### config.mk
export PLATFORM = sky130hd
export DESIGN_NAME = motor_step_scheduler
export DESIGN_NICKNAME = d
export VERILOG_FILES = /design/src/rtl/motor_step_scheduler_pkg.sv /design/src/rtl/motor_step_scheduler_step_timer.sv /design/src/rtl/motor_step_scheduler.sv
export SDC_FILE = /design/constraint.sdc
export NUM_CORES = 1
export LEC_CHECK = 0
export BUFFER_PORTS_ARGS = -buffer_cell sky130_fd_sc_hd__buf_2
export CAP_MARGIN = 0
export CORE_MARGIN = 5
export CORE_UTILIZATION = 51
export CTS_CLUSTER_SIZE = 30
export DETAILED_ROUTE_END_ITERATION = 10
export PLACE_DENSITY = 0.69
export SLEW_MARGIN = 10
export SYNTH_ARGS = -nofsm -noshare
export SYNTH_HDL_FRONTEND = slang
export SYNTH_SLANG_ARGS = --single-unit
### constraint.sdc
create_clock -name clk -period 4.25 [get_ports clk]
set_input_delay 0.425 -clock clk [delete_from_list [all_inputs] [get_ports clk]]
set_output_delay 0.425 -clock clk [all_outputs]
set_load 0.005 [all_outputs]
### src/rtl/motor_step_scheduler_pkg.sv
`default_nettype none
// ============================================================================
// Package     : motor_pkg
// Description : Shared types and constants for the two-axis step scheduler.
// Revision    : 1.0 - initial release
// ============================================================================
package motor_pkg;

  // Scheduler states.
  typedef enum logic [2:0] {
    IDLE    = 3'd0,
    SETUP   = 3'd1,
    STEP_HI = 3'd2,
    STEP_LO = 3'd3,
    RELEASE = 3'd4
  } state_t;

  // Movement-controller request codes.
  localparam logic [1:0] MOVE = 2'b01;
  localparam logic [1:0] STOP = 2'b00;

  // Axis identifiers.
  localparam logic THETA = 1'b0;
  localparam logic PHI   = 1'b1;

  // True when a request code asks for motion.
  function automatic logic is_move(input logic [1:0] code);
    return (code == MOVE);
  endfunction

endpackage
`default_nettype wire

### src/rtl/motor_step_scheduler_step_timer.sv
`default_nettype none
// ============================================================================
// Module      : step_timer
// Description : Loadable down-counter; done is high on the last cycle of an
//               interval of load_val cycles that starts on the cycle after load.
// Revision    : 1.0 - initial release
// ============================================================================
module step_timer #(
  parameter int CNT_W = 16
) (
  input  logic             clk,
  input  logic             rst,
  input  logic             load,
  input  logic [CNT_W-1:0] load_val,
  output logic             done
);

  logic [CNT_W-1:0] cnt;

  // Count down from the loaded value and park at zero.
  always_ff @(posedge clk or posedge rst) begin
    if (rst) begin
      cnt <= '0;
    end else if (load) begin
      cnt <= load_val;
    end else if (cnt != '0) begin
      cnt <= cnt - 1'b1;
    end
  end

  assign done = (cnt == CNT_W'(1));

endmodule
`default_nettype wire

### src/rtl/motor_step_scheduler.sv
`default_nettype none
// ============================================================================
// Module      : motor_step_scheduler
// Description : Round-robin step/dir/enable sequencer for the theta and phi
//               tracker axes, with dead time on grant and reversal and a
//               per-grant step quota when both axes compete.
// Revision    : 1.0 - initial release
// ============================================================================
module motor_step_scheduler
  import motor_pkg::*;
#(
  parameter int STEP_DIV  = 50000,
  parameter int PULSE_W   = 100,
  parameter int DEAD_T    = 1000,
  parameter int MAX_STEPS = 1024,
  parameter int CNT_W     = 16
) (
  input  logic       clk,
  input  logic       rst,
  input  logic       enable,
  input  logic [1:0] theta_pos,
  input  logic [1:0] theta_neg,
  input  logic [1:0] phi_pos,
  input  logic [1:0] phi_neg,
  output logic       theta_step,
  output logic       theta_dir,
  output logic       theta_en,
  output logic       phi_step,
  output logic       phi_dir,
  output logic       phi_en,
  output logic       busy,
  output logic       axis,
  output logic       fault
);

  localparam logic [CNT_W-1:0] SETUP_LEN = CNT_W'(DEAD_T);
  localparam logic [CNT_W-1:0] HI_LEN    = CNT_W'(PULSE_W);
  localparam logic [CNT_W-1:0] LO_LEN    = CNT_W'(STEP_DIV - PULSE_W);
  localparam logic [CNT_W-1:0] QUOTA     = CNT_W'(MAX_STEPS);

  state_t           state_q, state_d;
  logic             axis_d;
  logic             dir_q, dir_d;
  logic [CNT_W-1:0] steps_q, steps_d, steps_inc;
  logic             prio_q, prio_d;
  logic             grant;
  logic             drive_d;

  logic [1:0]       req_valid;
  logic [1:0]       req_dir;
  logic [1:0]       req_conflict;

  logic             timer_load;
  logic [CNT_W-1:0] timer_val;
  logic             timer_done;

  // Decode each axis; a simultaneous pos+neg is a conflict, not a request.
  always_comb begin
    req_valid[THETA]    = is_move(theta_pos) ^ is_move(theta_neg);
    req_dir[THETA]      = is_move(theta_pos);
    req_conflict[THETA] = is_move(theta_pos) & is_move(theta_neg);
    req_valid[PHI]      = is_move(phi_pos) ^ is_move(phi_neg);
    req_dir[PHI]        = is_move(phi_pos);
    req_conflict[PHI]   = is_move(phi_pos) & is_move(phi_neg);
  end

  step_timer #(
    .CNT_W(CNT_W)
  ) u_timer (
    .clk     (clk),
    .rst     (rst),
    .load    (timer_load),
    .load_val(timer_val),
    .done    (timer_done)
  );

  // Next-state, grant and step-count logic.
  always_comb begin
    state_d   = state_q;
    axis_d    = axis;
    dir_d     = dir_q;
    steps_d   = steps_q;
    prio_d    = prio_q;
    grant     = (&req_valid) ? prio_q : req_valid[PHI];
    steps_inc = (steps_q >= QUOTA) ? QUOTA : steps_q + 1'b1;
    case (state_q)
      IDLE: begin
        if (enable && (|req_valid)) begin
          axis_d  = grant;
          dir_d   = req_dir[grant];
          steps_d = '0;
          state_d = SETUP;
        end
      end
      SETUP: begin
        if (!enable) begin
          state_d = RELEASE;
        end else if (timer_done) begin
          state_d = STEP_HI;
        end
      end
      STEP_HI: begin
        if (timer_done) begin
          state_d = STEP_LO;
        end
      end
      STEP_LO: begin
        if (timer_done) begin
          steps_d = steps_inc;
          if (!enable || !req_valid[axis]) begin
            state_d = RELEASE;
          end else if (req_dir[axis] != dir_q) begin
            dir_d   = req_dir[axis];
            state_d = SETUP;
          end else if ((steps_inc == QUOTA) && req_valid[~axis]) begin
            state_d = RELEASE;
          end else begin
            state_d = STEP_HI;
          end
        end
      end
      RELEASE: begin
        prio_d  = ~axis;
        state_d = IDLE;
      end
      default: begin
        state_d = IDLE;
      end
    endcase
  end

  // Reload the interval timer on every state change.
  always_comb begin
    timer_load = (state_d != state_q);
    case (state_d)
      SETUP:   timer_val = SETUP_LEN;
      STEP_HI: timer_val = HI_LEN;
      STEP_LO: timer_val = LO_LEN;
      default: timer_val = '0;
    endcase
    drive_d = (state_d == SETUP) || (state_d == STEP_HI) || (state_d == STEP_LO);
  end

  // Scheduler state register.
  always_ff @(posedge clk or posedge rst) begin
    if (rst) begin
      state_q <= IDLE;
      axis    <= THETA;
      dir_q   <= 1'b0;
      steps_q <= '0;
      prio_q  <= THETA;
      fault   <= 1'b0;
    end else begin
      state_q <= state_d;
      axis    <= axis_d;
      dir_q   <= dir_d;
      steps_q <= steps_d;
      prio_q  <= prio_d;
      fault   <= fault | (|req_conflict);
    end
  end

  // Registered pin drive derived from the next state; only the granted axis moves.
  always_ff @(posedge clk or posedge rst) begin
    if (rst) begin
      theta_step <= 1'b0;
      theta_dir  <= 1'b0;
      theta_en   <= 1'b0;
      phi_step   <= 1'b0;
      phi_dir    <= 1'b0;
      phi_en     <= 1'b0;
      busy       <= 1'b0;
    end else begin
      theta_step <= (state_d == STEP_HI) && (axis_d == THETA);
      theta_dir  <= dir_d && (axis_d == THETA) && (state_d != IDLE);
      theta_en   <= drive_d && (axis_d == THETA);
      phi_step   <= (state_d == STEP_HI) && (axis_d == PHI);
      phi_dir    <= dir_d && (axis_d == PHI) && (state_d != IDLE);
      phi_en     <= drive_d && (axis_d == PHI);
      busy       <= (state_d != IDLE);
    end
  end

endmodule
`default_nettype wire

==> reports/results.txt, run 1 <==
Starting Density - 52.49%
Final WS setup - 1.446 ns
Synth Flop Type - dfrtp_1
Final Max Tran Viols - 0
Outcome - complete, no violations
CORE AREA - 5075 sq um
Post-synth top area cell - dfrtp_1
Number of flops mapped to enable cells by yosys - 0
Reg clk slew, reported paths - 0.08 ns
Distinct cells, synth - 57
Fmax - 356.6 MHz
CTS Sinks - 46
Post-DRT Antenna Nets - 0
Critical Path Source Type - register
DR DRC count - 0
# diodes - 0
Layout cell share with drive strength beyond 1 - 13.53%
Leakage power total - 1.263 nW
Post-synthesis register bit count - 46
Io pins - 20
Fin crit share - 65.99%
Sequential area share after synthesis - 43.21%
GRT Total Usage - 17.42%
RSZ-0062 raised after global routing - false
Setup bufs post-CTS - 0
Final WL - 5370 um
Grt total ovfl - 0
Deepest clock path buffer count - 2
Die Span X - 82.27 um
Max VDD drop - 0.0002229 V
Worst Hold Class - input port to async pin
Least-Margin Pin Slew - 0.9957 ns
DR WL/cell - 14.40 um
Post-layout net count - 321
IO Port Bufs - 19
Iter 0 DRT Violations - 151
Largest net degree at the start of global routing - 47
Crit path max fanout - 10
Initial antenna violation count - 0
Final setup fails - 0
Clk_lat worst skew - 0.30 ns
PwrDens - 581.3 nW/um^2
Total number of vias - 2104
Syn_nets - 307
Num rows - 26
Layout area overhead - 8.220%
Resized cells post-CTS - 0
Worst slew margin - 33.62%
Minimum clock period - 2.804 ns
Hold Vio Cnt, Final - 0
Critical path type - register to register
Pre-CTS WS - 1.452 ns
Detailed Routing Iterations Pass 1 - 4
Max-cap violation count - 0
Commonest cells post-synth - dfrtp_1, nand2_1, nor2_1, o21ai_1
Gpl congestion - 0.8105
CTS tree - yes
Critical path data required time - 4.39 ns
Die H - 82.27 um
Count leader, synth - dfrtp_1
Endpoint type of the worst setup path - register
H-tree depth - 2
CTS Buf Count - 5
Yosys top cell area share - 43.21%
Cell Area, Synth - 2664 sq um
Mapped Cells - 290
Post-synth ARST share - 100.0%
Dpl hpwl - 3887 um
Final TNS setup - 0 ns
Vias/cell - 5.641
Final setup skew - 0.01010 ns
R2R cell count - 8
Area of the die - 6768 sq um
Post-Synthesis Mean Instance Area - 9.186 sq um
Critical Path AT - 2.95 ns
Top area cells in the synthesized netlist - dfrtp_1, o21ai_1, xnor2_1
CTS root buffer - clkbuf_8
Vias in the first global route - 1961
Cts-stage hold buffer count - 0
Synth warnings - 0
First-pass GRT wire length - 9149 um
==> registers in the layout (all words and copies together), names as in the netlist <==
name and cells:
steps_q 16, u_timer.cnt 16, state_q 3, axis 1, busy 1, dir_q 1, fault 1, phi_dir 1
phi_en 1, phi_step 1, prio_q 1, theta_dir 1, theta_en 1, theta_step 1
==> area by class of cell <==
cell class	count	area [sq um]
fillers	456	2192
multi-input cells	219	1418
flip-flops and latches	46	1151
repair buffers	19	95.09
well taps	70	87.58
clock buffers	6	82.58
inverters	13	48.80
==> final timing paths <==
path                                          end                  startpoint  slack [ns]
min in group clk                  fault$_DFF_PP0_             fault$_DFF_PP0_        0.47
max in group asynchronous       phi_dir$_DFF_PP0_                         rst        3.33
min                        steps_q[9]$_DFFE_PP0P_                         rst        0.33
max reg2reg                      phi_en$_DFF_PP0_  u_timer.cnt[1]$_DFFE_PP0P_        1.45
min reg2reg                       fault$_DFF_PP0_             fault$_DFF_PP0_        0.47
max                              phi_en$_DFF_PP0_  u_timer.cnt[1]$_DFFE_PP0P_        1.45
==> report_power, final <==
group          switching, mW  internal, mW  total [mW]
clock network          0.136         0.126       0.261
logic                  0.435         0.300       0.735
registers              0.129         0.551       0.680
==> per-layer routing <==
| metal | global-route usage, % | vias to the layer above | routed length, um |
|---|---|---|---|
| li1 | - | 1055 | - |
| met1 | 23.74 | 990 | 2568 |
| met2 | 27.56 | 53 | 2453 |
| met3 | 4.230 | 6 | 283 |
| met4 | 4.817 | 0 | 63 |
| met5 | 0 | - | 0 |
==> per-stage QoR <==
step	hold WS (ns)	util [%]	area, sq um	power [mW]	cells
after floorplan	0.4493	-	2664	1.257	290
after global placement	0.4484	55.18	2800	1.403	367
after detailed placement	0.4573	55.18	2800	1.416	367
after CTS	0.3744	56.80	2883	1.680	373
after global routing	0.4310	56.80	2883	1.813	373
final	0.3346	56.80	2883	1.676	373
==> cell families after synthesis <==
family	synth area share, %
multiplexers	2.349
AO/OA/AOI/OAI	15.17
AND/OR/NAND/NOR	27.29
buffers and inverters	3.570
XOR/XNOR	5.589
adder cells (fa/ha/maj)	2.818
flip-flops	43.21
==> critical path, stage by stage (launching register included) <==
cell and delay (ns):
dfrtp_1 0.41, inv_1 0.11, ha_1 0.16, or4b_1 0.51
nor4_2 0.47, nand2_1 0.13, mux2i_1 0.16, o21ai_1 0.56
a21oi_1 0.13
==> cell usage in the layout, fill, tap and decap left out, drive strengths merged, types with 3 or more instances in the layout <==
master / n
xnor2: 11
o21ai: 28
a211oi: 3
ha: 6
nand2b: 7
nor2b: 8
buf: 19
or2: 4
nand2: 25
nor2: 23
a21oi: 9
nor4: 9
inv: 13
or4: 3
nor3: 9
o31ai: 5
and3: 3
clkbuf: 6
and2: 7
xor2: 6
dfrtp: 46
mux2i: 4
or3: 6
nand3: 11
nor3b: 3
(Power assumes the default switching activity.)
==> inputs of run 2 (changes only) <==
==> constraint.sdc (replaced) <==
create_clock -name clk -period 2.9 [get_ports clk]
set_input_delay 0.29 -clock clk [delete_from_list [all_inputs] [get_ports clk]]
set_output_delay 0.29 -clock clk [all_outputs]
set_load 0.005 [all_outputs]
==> reports/results.txt, run 2 (same netlist as run 1, synthesis figures left out) <==
Outcome - complete, no violations
Minimum clock period - 2.613 ns (-0.1917 ns)
Filler cell count in the final layout - 455 (-0.22%)
Critical path type - register to register
RSZ-0062 raised after global routing - false
Vias in the first global route - 1966 (+0.25%)
Detailed Routing Iterations Pass 1 - 4 (unchanged)
Final hold slack - 0.2004 ns (-0.1342 ns)
Endpoint type of the worst setup path - register
Max-cap violation count - 0 (unchanged)
Post-DRT Antenna Nets - 0 (unchanged)
H-tree depth - 2 (unchanged)
Deepest clock path buffer count - 2 (unchanged)
CTS tree - yes
DR DRC count - 0 (unchanged)
Total number of vias - 2130 (+1.2%)
Layout area overhead - 11.09%
Fin crit share - 90.09% (+24 points)
Layout cell share with drive strength beyond 1 - 15.76% (+2.2 points)
Area of the die - 6768 sq um (unchanged)
Crit path max fanout - 4 (-6)
Buf/Inv on CP - 2 (+1)
GRT Total Usage - 17.22% (-0.21 points)
CTS root buffer - clkbuf_8
PwrDens - 857.7 nW/um^2 (+48%)
Dpl hpwl - 3914 um (+0.68%)
Cts-stage hold buffer count - 0 (unchanged)
Final Max Tran Viols - 0 (unchanged)
Power Total - 2.538 mW (+51%)
CP cell instances - inv_1 -> ha_1 -> or4b_1 -> nor4_4 -> buf_4 -> a21oi_1 -> a211oi_1 -> nor2_1 -> a21oi_1
Die H - 82.27 um (unchanged)
Reg clk slew, reported paths - 0.09 ns (about the same)
Leakage power total - 1.304 nW (+3.2%)
Post-layout net count - 327 (+1.9%)
Critical Path Source Type - register
Worst slew margin - 37.61% (+4.0 points)
Final WL - 5359 um (-0.20%)
Kind of cell adding the most delay to the critical path - simple AND/OR/NAND/NOR gates
Critical Path AT - 2.83 ns (-0.12 ns)
DR WL/cell - 14.07 um (-2.3%)
Iter 0 DRT Violations - 120 (-21%)
Most frequent CP cell - a21oi_1
CP max stage delay - 0.55 ns (about the same)
Critical path's slowest cell - or4b_1
Fin area - 2959 sq um (+2.6%)
Placed inst area - 2830 sq um (+1.1%)
CTS Sinks - 46 (unchanged)
Worst Hold Class - input port to async pin
Fmax - 382.7 MHz (+7.3%)
Final TNS setup - 0 ns (unchanged)
Biggest registers after layout - steps_q x16, u_timer.cnt x16, state_q x3
CORE AREA - 5075 sq um (unchanged)
Final setup fails - 0 (unchanged)
Vias/cell - 5.591 (-0.89%)
# diodes - 0 (unchanged)
First-pass GRT wire length - 9101 um (-0.52%)
Max VDD drop - 0.0003555 V (+60%)
Most common cell after layout, fill and taps aside - dfrtp_1
Placed cell count - 371 (+1.1%)
Least-Margin Pin Slew - 0.9344 ns (-0.06121 ns)
Commonest non-fill, non-tap cells in the layout - dfrtp_1, nand2_1, o21ai_1, nor2_1, buf_2
Initial antenna violation count - 0 (unchanged)
Grt total ovfl - 0 (unchanged)
IO Port Bufs - 19 (unchanged)
Largest net degree at the start of global routing - 47 (unchanged)
Io pins - 20 (unchanged)
Critical path data required time - 3.11 ns (-1.28 ns)
Num rows - 26 (unchanged)
Final setup skew - 0.01313 ns (+0.003036 ns)
Hold Vio Cnt, Final - 0 (unchanged)
Non-filler cells, final - 381 (+2.1%)
Die Span X - 82.27 um (unchanged)
Starting Density - 52.49% (unchanged)
CTS Buf Count - 5 (unchanged)
Gpl congestion - 0.8595 (+6.0%)
Clk_lat worst skew - 0.29 ns (about the same)
run 2: cell count changes in the layout (fill, tap and decap cells not counted), sizes merged:
cell / delta
clkinv: +1
clkbuf: +1
buf: +6
run 2: worst reg2reg max path, cell delays in order (launching register included):
cell,delay [ns]
dfrtp_1,0.41
inv_1,0.11
ha_1,0.17
or4b_1,0.55
nor4_4,0.40
buf_4,0.17
a21oi_1,0.05
a211oi_1,0.37
nor2_1,0.13
a21oi_1,0.17
run 2: final cells by class:
type / instances / area, sq um / share of cell area, %
repair buffers: 25 / 140.1 / 4.736
flip-flops and latches: 46 / 1151 / 38.90
clock buffers: 7 / 96.34 / 3.256
well taps: 70 / 87.58 / 2.960
clock inverters: 1 / 8.758 / 0.2960
multi-input cells: 219 / 1426 / 48.20
inverters: 13 / 48.80 / 1.649
run 2: what timing repair did:
item	in CTS	in global routing
setup endpoints to repair	0	4
setup buffers	0	2
gates resized for setup	0	1
run 2: worst paths after layout:
path                                                 start                         end  slack (ns)  depth (start not counted)
worst max-delay path            u_timer.cnt[1]$_DFFE_PP0P_           phi_dir$_DFF_PP0_        0.29                          9
worst min-delay path                                   rst  u_timer.cnt[7]$_DFFE_PP0P_        0.20                          2
worst max register to register  u_timer.cnt[1]$_DFFE_PP0P_           phi_dir$_DFF_PP0_        0.29                          9
worst min register to register             fault$_DFF_PP0_             fault$_DFF_PP0_        0.47                          1
max in group asynchronous                              rst          phi_step$_DFF_PP0_        2.11                          2
min in group clk                                phi_neg[0]             fault$_DFF_PP0_        0.45                          4
run 2: through the flow:
| step | setup WS (ns) | util [%] |
|---|---|---|
| 5_1_grt | 0.02803 | 58.31 |
| 2_1_floorplan | 0.4382 | - |
| 3_5_place_dp | 0.3050 | 55.77 |
| 6_report | 0.2873 | 58.31 |
| 4_1_cts | 0.2360 | 57.84 |
| 3_3_place_gp | 0.3873 | 55.77 |
run 2: metal layers:
metal  track usage (%)  part of all wire (%)  vias up
met5                 0                     0        -
met4             4.817                   1.3        0
met3             3.362                   3.8        8
met2             27.88                    48       36
met1             23.40                    47     1016
li1                  -                     -     1070
run 2: report_power, final:
| part | leakage, nW | internal [mW] | switching (mW) |
|---|---|---|---|
| sequential | 0.611 | 0.807 | 0.190 |
| clock | 0.0544 | 0.218 | 0.210 |
| combinational | 0.638 | 0.467 | 0.646 |
==> inputs of run 3 (changes only) <==
--- a/config.mk
+++ b/config.mk
@@ -11,6 +11,7 @@
 export CORE_UTILIZATION = 51
 export CTS_CLUSTER_SIZE = 30
 export DETAILED_ROUTE_END_ITERATION = 10
+export GPL_TIMING_DRIVEN = 0
 export PLACE_DENSITY = 0.69
 export SLEW_MARGIN = 10
 export SYNTH_ARGS = -nofsm -noshare
==> reports/results.txt, run 3 (same netlist as run 1, synthesis figures left out) <==
Placed cell count - 379 (+2.2%)
Starting Density - 52.49% (unchanged)
Vias/cell - 5.500 (-1.6%)
Clk_lat worst skew - 0.29 ns (about the same)
Final setup skew - 0.01283 ns (-0.0002976 ns)
Post-layout net count - 333 (+1.8%)
Util after Layout - 58.21% (-0.099 points)
Worst slew margin - 58.88% (+21 points)
Minimum clock period - 2.679 ns (+0.06658 ns)
Critical Path AT - 2.83 ns (about the same)
Final hold slack - 0.009525 ns (-0.1909 ns)
Reg clk slew, reported paths - 0.08 ns (about the same)
Layout cell share with drive strength beyond 1 - 13.61% (-2.1 points)
Fmax - 373.2 MHz (-2.5%)
CP max stage delay - 0.56 ns (about the same)
Critical Path Source Type - register
CORE AREA - 5075 sq um (unchanged)
Final WS setup - 0.2207 ns (-0.06658 ns)
# diodes - 0 (unchanged)
Iter 0 DRT Violations - 163 (+36%)
Deepest clock path buffer count - 2 (unchanged)
Area of the die - 6768 sq um (unchanged)
Hold Vio Cnt, Final - 0 (unchanged)
Gpl congestion - 0.8569 (-0.30%)
Outcome - complete, no violations
DR WL/cell - 13.84 um (-1.6%)
Dpl hpwl - 4059 um (+3.7%)
Initial antenna violation count - 0 (unchanged)
Worst Hold Class - input port to async pin
Filler cell count in the final layout - 466 (+2.4%)
Final TNS setup - 0 ns (unchanged)
Die Span X - 82.27 um (unchanged)
CTS Buf Count - 5 (unchanged)
DR DRC count - 0 (unchanged)
Final setup fails - 0 (unchanged)
Final WL - 5341 um (-0.34%)
Crit path max fanout - 8 (+4)
Max-cap violation count - 0 (unchanged)
Num rows - 26 (unchanged)
Grt total ovfl - 0 (unchanged)
Leakage power total - 1.288 nW (-1.2%)
Pre-CTS WS - 0.06500 ns (-0.2400 ns)
CP cell instances - inv_1 -> ha_1 -> or4b_1 -> nor4_4 -> xnor2_1 -> o221ai_2 -> o311ai_1 -> o21ai_1
IO Port Bufs - 18 (-1)
Commonest non-fill, non-tap cells in the layout - dfrtp_1, nand2_1, nor2_1
Vias in the first global route - 1982 (+0.81%)
Critical path data required time - 3.05 ns (-0.06 ns)
Layout area overhead - 10.90%
Biggest registers after layout - steps_q x16, u_timer.cnt x16, state_q x3
Non-filler cells, final - 386 (+1.3%)
CTS tree - yes
Final Max Tran Viols - 0 (unchanged)
Buf/Inv on CP - 1 (-1)
Least-Margin Pin Slew - 0.6168 ns (-0.3177 ns)
Max VDD drop - 0.0003006 V (-15%)
Kind of cell adding the most delay to the critical path - simple AND/OR/NAND/NOR gates
CTS root buffer - clkbuf_8
Detailed Routing Iterations Pass 1 - 4 (unchanged)
Critical path's slowest cell - or4b_1
H-tree depth - 2 (unchanged)
Critical path type - register to register
Total number of vias - 2123 (-0.33%)
Most common cell after layout, fill and taps aside - dfrtp_1
Post-DRT Antenna Nets - 0 (unchanged)
Endpoint type of the worst setup path - register
Io pins - 20 (unchanged)
PwrDens - 844.0 nW/um^2 (-1.6%)
Die H - 82.27 um (unchanged)
CTS Sinks - 46 (unchanged)
RSZ-0062 raised after global routing - false
First-pass GRT wire length - 9301 um (+2.2%)
Largest net degree at the start of global routing - 26 (-45%)
Fin crit share - 92.39% (+2.3 points)
GRT Total Usage - 17.52% (+0.31 points)
run 3: stage by stage:
stage	power, mW	instance area [sq um]
floorplan	1.841	2664
global placement	2.087	2841
detailed placement	2.126	2861
CTS	2.493	2938
global route	2.695	2954
finish	2.493	2954
run 3: where the power goes:
part / leakage (nW) / internal, mW / switching, mW
registers: 0.611 / 0.808 / 0.137
logic: 0.639 / 0.471 / 0.719
clock network: 0.0383 / 0.166 / 0.193
total: 1.29 / 1.44 / 1.05
run 3: worst register-to-register path: cells and delay by family (launching register included):
| kind | cells | cell delay, ns |
|---|---|---|
| adders and majority gates | 1 | 0.17 |
| DFF | 1 | 0.42 |
| xor gates and xnor gates | 1 | 0.19 |
| AOI/OAI and AO/OA | 3 | 0.72 |
| and+or+nand+nor | 2 | 0.92 |
| buffers and inverters | 1 | 0.12 |
run 3: path summary, 6_finish.rpt:
| check | start | end | slack [ns] | depth (start not counted) |
|---|---|---|---|---|
| max in group asynchronous | rst | phi_dir$_DFF_PP0_ | 2.40 | 3 |
| worst max register to register | u_timer.cnt[1]$_DFFE_PP0P_ | u_timer.cnt[6]$_DFFE_PP0P_ | 0.22 | 8 |
| worst min register to register | fault$_DFF_PP0_ | fault$_DFF_PP0_ | 0.47 | 1 |
| worst min-delay path | rst | steps_q[9]$_DFFE_PP0P_ | 0.01 | 2 |
| min in group clk | theta_neg[0] | fault$_DFF_PP0_ | 0.46 | 4 |
| worst max-delay path | u_timer.cnt[1]$_DFFE_PP0P_ | u_timer.cnt[6]$_DFFE_PP0P_ | 0.22 | 8 |
run 3: area by class of cell:
| class | count | area, sq um | share of cell area [%] |
|---|---|---|---|
| Inverter | 13 | 48.80 | 1.652 |
| Multi-Input combinational cell | 219 | 1430 | 48.41 |
| Clock buffer | 7 | 76.32 | 2.584 |
| Buffer | 11 | 42.54 | 1.440 |
| Timing Repair Buffer | 20 | 117.6 | 3.981 |
| Tap cell | 70 | 87.58 | 2.965 |
| Sequential cell | 46 | 1151 | 38.97 |
run 3: timing repair:
item / CTS / global route
setup endpoints to repair: 0 / 20
resized for setup: 0 / 2
hold buffers: 0 / 0
setup buffers: 0 / 1
run 3: routing by layer:
| layer | global-route usage, % | part of all wire, % | up-vias |
|---|---|---|---|
| li1 | - | - | 1084 |
| met4 | 2.990 | 0.94 | 0 |
| met3 | 3.254 | 2.9 | 8 |
| met2 | 29.41 | 48 | 30 |
| met1 | 23.85 | 48 | 1001 |
| met5 | 0 | 0 | - |
